$ cat config.mk
export PLATFORM = sky130hd
export DESIGN_NAME = alu_port_arbiter
export DESIGN_NICKNAME = d
export VERILOG_FILES = /design/src/rtl/alu_port_arbiter.sv
export SDC_FILE = /design/constraint.sdc
export NUM_CORES = 1
export LEC_CHECK = 0
export CAP_MARGIN = 20
export CORE_AREA = 2 2 163 165
export DETAILED_ROUTE_END_ITERATION = 7
export DIE_AREA = 0 0 165 167
export SLEW_MARGIN = 40
export SYNTH_ARGS = -nofsm -noshare
export SYNTH_HDL_FRONTEND = slang
export SYNTH_SLANG_ARGS = --single-unit
$ cat constraint.sdc
create_clock -name clk -period 3.2 [get_ports clk]
set_input_delay 0.64 -clock clk [delete_from_list [all_inputs] [get_ports clk]]
set_output_delay 0.64 -clock clk [all_outputs]
set_load 0.1 [all_outputs]
$ cat src/rtl/alu_port_arbiter.sv
// ---------------------------------------------------------------------------
// alu_port_arbiter
//   Round-robin arbiter and sequencer sharing one ALU datapath among NUM_REQ
//   requesters. It picks a requester, latches its operands and control onto
//   the ALU inputs, pulses alu_start, waits ALU_LAT cycles, then captures the
//   ALU result and pulses that requester's done bit.
//
//   Ports
//     clk        rising-edge clock
//     rst_n      asynchronous active-low reset
//     req        per-port request, held until that port's gnt
//     a_in/b_in  per-port operands, port i at [i*WIDTH +: WIDTH]
//     ctrl_in    per-port ALU control, port i at [i*CTRL_W +: CTRL_W]
//     gnt        one-hot pulse: request accepted, operands latched
//     alu_sel    index of current owner (operand mux select)
//     alu_a/b    latched operands to the ALU
//     alu_ctrl   latched control to the ALU
//     alu_start  pulse: ALU inputs valid, op begins
//     alu_z      ALU result
//     done       one-hot pulse: z_out valid for that port
//     z_out      captured result, held until the next done
//     busy       high while an op is in flight (ISSUE/WAIT)
// ---------------------------------------------------------------------------
module alu_port_arbiter #(
   parameter int NUM_REQ = 4,
   parameter int WIDTH   = 32,
   parameter int CTRL_W  = 4,
   parameter int ALU_LAT = 1,
   localparam int SEL_W  = (NUM_REQ > 1) ? $clog2(NUM_REQ) : 1,
   localparam int CNT_W  = (ALU_LAT > 1) ? $clog2(ALU_LAT + 1) : 1
) (
   input  logic                       clk,
   input  logic                       rst_n,
   input  logic [NUM_REQ-1:0]         req,
   input  logic [NUM_REQ*WIDTH-1:0]   a_in,
   input  logic [NUM_REQ*WIDTH-1:0]   b_in,
   input  logic [NUM_REQ*CTRL_W-1:0]  ctrl_in,
   output logic [NUM_REQ-1:0]         gnt,
   output logic [SEL_W-1:0]           alu_sel,
   output logic [WIDTH-1:0]           alu_a,
   output logic [WIDTH-1:0]           alu_b,
   output logic [CTRL_W-1:0]          alu_ctrl,
   output logic                       alu_start,
   input  logic [WIDTH-1:0]           alu_z,
   output logic [NUM_REQ-1:0]         done,
   output logic [WIDTH-1:0]           z_out,
   output logic                       busy
);

   localparam logic [1:0] ST_IDLE  = 2'd0;
   localparam logic [1:0] ST_ISSUE = 2'd1;
   localparam logic [1:0] ST_WAIT  = 2'd2;

   localparam logic [CNT_W-1:0]   LAT_LOAD = CNT_W'(ALU_LAT);
   localparam logic [CNT_W-1:0]   CNT_ONE  = CNT_W'(1);
   localparam logic [SEL_W-1:0]   LAST_RST = SEL_W'(NUM_REQ - 1);
   localparam logic [SEL_W:0]     NUM_EXT  = (SEL_W + 1)'(NUM_REQ);
   localparam logic [NUM_REQ-1:0] OH_ZERO  = {{(NUM_REQ - 1){1'b0}}, 1'b1};

   logic [1:0]          state_r;
   logic [CNT_W-1:0]    cnt_r;
   logic [SEL_W-1:0]    last_r;
   logic [SEL_W-1:0]    sel_r;
   logic [WIDTH-1:0]    a_r;
   logic [WIDTH-1:0]    b_r;
   logic [CTRL_W-1:0]   ctrl_r;
   logic [WIDTH-1:0]    z_r;
   logic [NUM_REQ-1:0]  gnt_r;
   logic [NUM_REQ-1:0]  done_r;
   logic                start_r;
   logic                busy_r;

   logic                win_vld_s;
   logic [SEL_W-1:0]    win_idx_s;
   logic [SEL_W:0]      scan_s;
   logic                take_s;
   logic                finish_s;

   // Round-robin scan: first asserted request starting just after the last owner.
   always_comb begin
      win_vld_s = 1'b0;
      win_idx_s = '0;
      scan_s    = '0;
      for (int k = 1; k <= NUM_REQ; k++) begin
         scan_s = {1'b0, last_r} + (SEL_W + 1)'(k);
         if (scan_s >= NUM_EXT) begin
            scan_s = scan_s - NUM_EXT;
         end else begin
            scan_s = scan_s;
         end
         if (!win_vld_s && req[scan_s[SEL_W-1:0]]) begin
            win_vld_s = 1'b1;
            win_idx_s = scan_s[SEL_W-1:0];
         end else begin
            win_vld_s = win_vld_s;
         end
      end
   end

   // Accept a winner only from IDLE; finish on the last WAIT cycle.
   always_comb begin
      take_s   = (state_r == ST_IDLE) && win_vld_s;
      finish_s = (state_r == ST_WAIT) && (cnt_r == CNT_ONE);
   end

   // Sequencer state, latency counter, round-robin pointer and pulse outputs.
   always_ff @(posedge clk or negedge rst_n) begin
      if (!rst_n) begin
         state_r <= ST_IDLE;
         cnt_r   <= '0;
         last_r  <= LAST_RST;
         gnt_r   <= '0;
         done_r  <= '0;
         start_r <= 1'b0;
         busy_r  <= 1'b0;
      end else begin
         gnt_r   <= '0;
         done_r  <= '0;
         start_r <= 1'b0;
         case (state_r)
            ST_IDLE: begin
               if (take_s) begin
                  gnt_r   <= OH_ZERO << win_idx_s;
                  start_r <= 1'b1;
                  busy_r  <= 1'b1;
                  state_r <= ST_ISSUE;
               end
            end
            ST_ISSUE: begin
               cnt_r   <= LAT_LOAD;
               state_r <= ST_WAIT;
            end
            ST_WAIT: begin
               if (finish_s) begin
                  done_r  <= OH_ZERO << sel_r;
                  last_r  <= sel_r;
                  busy_r  <= 1'b0;
                  cnt_r   <= '0;
                  state_r <= ST_IDLE;
               end else begin
                  cnt_r   <= cnt_r - CNT_ONE;
               end
            end
            default: begin
               busy_r  <= 1'b0;
               cnt_r   <= '0;
               state_r <= ST_IDLE;
            end
         endcase
      end
   end

   // Operand/control latch at grant; result capture at the end of WAIT.
   always_ff @(posedge clk or negedge rst_n) begin
      if (!rst_n) begin
         sel_r  <= '0;
         a_r    <= '0;
         b_r    <= '0;
         ctrl_r <= '0;
         z_r    <= '0;
      end else begin
         if (take_s) begin
            sel_r  <= win_idx_s;
            a_r    <= a_in[win_idx_s*WIDTH +: WIDTH];
            b_r    <= b_in[win_idx_s*WIDTH +: WIDTH];
            ctrl_r <= ctrl_in[win_idx_s*CTRL_W +: CTRL_W];
         end
         if (finish_s) begin
            z_r <= alu_z;
         end
      end
   end

   assign gnt       = gnt_r;
   assign done      = done_r;
   assign alu_start = start_r;
   assign busy      = busy_r;
   assign alu_sel   = sel_r;
   assign alu_a     = a_r;
   assign alu_b     = b_r;
   assign alu_ctrl  = ctrl_r;
   assign z_out     = z_r;

endmodule

==> summary.md <==
| Metric | Value |
|---|---|
| Most numerous cell on the critical path | `buf_12` |
| Post-CTS setup buffer count | `0` |
| Critical Path Max Stage Delay | `530 ps` |
| First-pass GRT wire length | `38.8 mm` |
| Max cap viols | `0` |
| Core Area | `~0.026 mm2` |
| Distinct cells, synth | `35` |
| Largest area contributor in the netlist | `dfrtp_1` |
| Most common cell in the netlist | `a211oi_1` |
| H-tree depth | `4` |
| Static Leak | `4.88 nW` |
| Main area contributors after synthesis | `dfrtp_1 45%, a211oi_1 14%, mux2i_1 11%` |
| Hold Crit Class | `in2async` |
| Worst-path clk slew | `60 ps` |
| Sink Count | `approximately 120` |
| Routed wire length per instance | `19.2 um` |
| Design Area, Final | `0.0113 mm2` |
| Dpl cell area | `0.0107 mm2` |
| Initial antenna violation count | `1` |
| Vias | `6387` |
| Nets@finish | `1321` |
| Main synth FF type | `dfrtp_1` |
| F_max | `slightly above 0.4 GHz` |
| # rows | `between 50 and 60` |
| Reg2reg setup slack | `~860 ps` |
| Die Area | `0.0276 mm2` |
| Worst Path Arrival | `2760 ps` |
| Later-pin clock latency in the skew report | `between 400 and 500 ps` |
| Worst slew pin tran | `653 ps` |
| Crit-path cells | `clkdlybuf4s50_1 > mux2_4 > a32oi_4 > and2_4 > buf_12 > buf_12 > mux2i_1 > a211oi_1` |
| CTS tree | `built` |
| Final ANT Viol Nets | `0` |
| Area Overhead vs Synth | `77.6%` |
| Mean area per synthesized cell | `between 10 and 15 um2` |
| IO Pins | `around 420` |
| Final Wtd Congestion | `0.787` |
| Asr flop ratio synth | `1.00` |
| Post-synth EDFFs | `0` |
| Drt initial violations | `288` |
| Crit path max fanout | `24` |
| Clock tree root buffer cell | `clkbuf_16` |
| Period minus WS final | `2480 ps` |
| Resize count post-CTS | `0` |
| Synth top area share | `0.451` |
| Max Buffers Root-to-Sink | `2` |
| Starting density of the core | `0.248` |
| CP required | `about 3500 ps` |
| Unrepaired setup endpoints after global routing | `no` |
| Slew Limit Headroom | `0.564` |
| Die width | `around 170 um` |
| #FFs+latches synth | `between 100 and 150` |
| Largest net degree at the start of global routing | `70` |
| Vias per cell | `4.71` |
| CTS buffer count | `17` |
| Share of layout cells above drive strength 1 | `0.222` |
| Post-synth top cells | `117 x a211oi_1, 115 x dfrtp_1, 75 x nor2_1` |
| Overall routed net length | `around 26 mm` |
| Number of global-route vias before repair | `6747` |
| Crit start category | `input pin` |
| Critical Path Sink Type | `flip-flop` |
| Setup Crit Path Kind | `in2reg` |
| Warnings from Yosys | `0` |
| Seq/Total Area, Yosys | `0.459` |
| Die Height | `167 um` |
| Fin. Hold Viols | `0` |
| R2R Path Start | `last_r[1]` |
| Setup Skew | `11.3 ps` |
| Worst VDD drop | `1130 uV` |
| Dpl hpwl | `19.0 mm` |
| Hold_buf cts | `0` |
| Mapped Cells | `602` |
| PwrDens | `around 1300 mW/mm2` |
| Global Route Usage Sum | `0.185` |
| DRC | `0` |
| Port bufs | `421` |
| Gr ovfl total | `0` |
| Final period util | `0.776` |
| Synthesized area | `between 0.006 and 0.007 mm2` |
| Filler cell count | `2497` |
| Final setup TNS | `0 ps` |
| Crit path from | `req[1]` |
| Crit path max-delay family | `buffers and inverters` |
| Status | `finished clean` |
| DR pass1 iterations | `4` |
| Buffer and inverter count on the worst path | `3` |
| Final slew viol count | `0` |
| Final-report setup violation count | `0` |
| Slowest cell on crit path | `clkdlybuf4s50_1` |
| Net count after synthesis | `between 900 and 1000` |
-- metal layers --
metal / part of all wire / vias to the layer above / GRT usage
met5: 0 / - / 0
met4: 0.012 / 0 / 0.0465
met3: 0.080 / 22 / 0.0538
met2: 0.52 / 278 / 0.328
met1: 0.39 / 3026 / 0.215
li1: - / 3061 / -
-- final cells by class --
type / instances / area (um2) / area share
timing repair buffer: 441 / 4180 / 0.369
multi-input combinational: 425 / 3180 / 0.281
sequential: 117 / 2930 / 0.258
clock buffer: 19 / 453 / 0.0400
tap: 335 / 419 / 0.0370
clock inverter: 13 / 146 / 0.0129
inverter: 6 / 22.5 / 0.00199
antenna: 1 / 2.50 / 0.000221
-- report_power, final --
group          leakage (nW)  internal, W  switching (W)
Clock                 0.290      0.00120       0.000766
Sequential             1.34      0.00223       0.000417
Combinational          3.25      0.00251        0.00729
-- cell families after synthesis --
group                    count (synthesis)  synth area share
multiplexers                           100             0.164
flip-flops                             117             0.459
AND/OR/NAND/NOR                        168             0.129
adder cells (fa/ha/maj)                  3           0.00588
buffers and inverters                   60            0.0449
AO/OA/AOI/OAI                          154             0.197
-- per-stage QoR --
step           worst slack [ps]  hold WS (ps)  total power [W]  utilization  std cells
3_5_place_dp                298           491           0.0126        0.417       1324
3_3_place_gp                336           470           0.0125        0.417       1324
4_1_cts                     730           249           0.0146        0.440       1356
2_1_floorplan              1040           344          0.00997            -        602
6_report                    718           227           0.0144        0.440       1357
5_1_grt                     604           260           0.0151        0.440       1357
-- cell usage in the layout (no fill, tap or decap), types with 5 or more instances in the layout --
cell type        count
a211oi_1           117
dfrtp_1            115
and3_1              69
buf_4              125
nor2_1              74
a211oi_2            19
clkdlybuf4s50_1    308
clkbuf_16           17
mux2_2              32
mux2i_1             67
inv_1                5
o21ai_0              6
buf_12               8
nand2_1             12
-- final timing paths --
check | depth (start not counted) | endpoint
max | 8 | alu_a[14]
min | 1 | z_out[6]
max reg2reg | 7 | alu_a[14]
min reg2reg | 1 | done[2]
max in group asynchronous | 2 | z_out[0]
min in group clk | 1 | done[2]
-- registers in the layout (all words and copies together) (netlist names) --
| register | count |
|---|---|
| alu_a | 32 |
| alu_b | 32 |
| z_out | 32 |
| alu_ctrl | 4 |
| done | 4 |
| gnt | 4 |
| alu_sel | 2 |
| last_r | 2 |
| state_r | 2 |
| alu_start | 1 |
| busy | 1 |
| cnt_r | 1 |
Note: power is estimated with default switching activity, not from simulation.
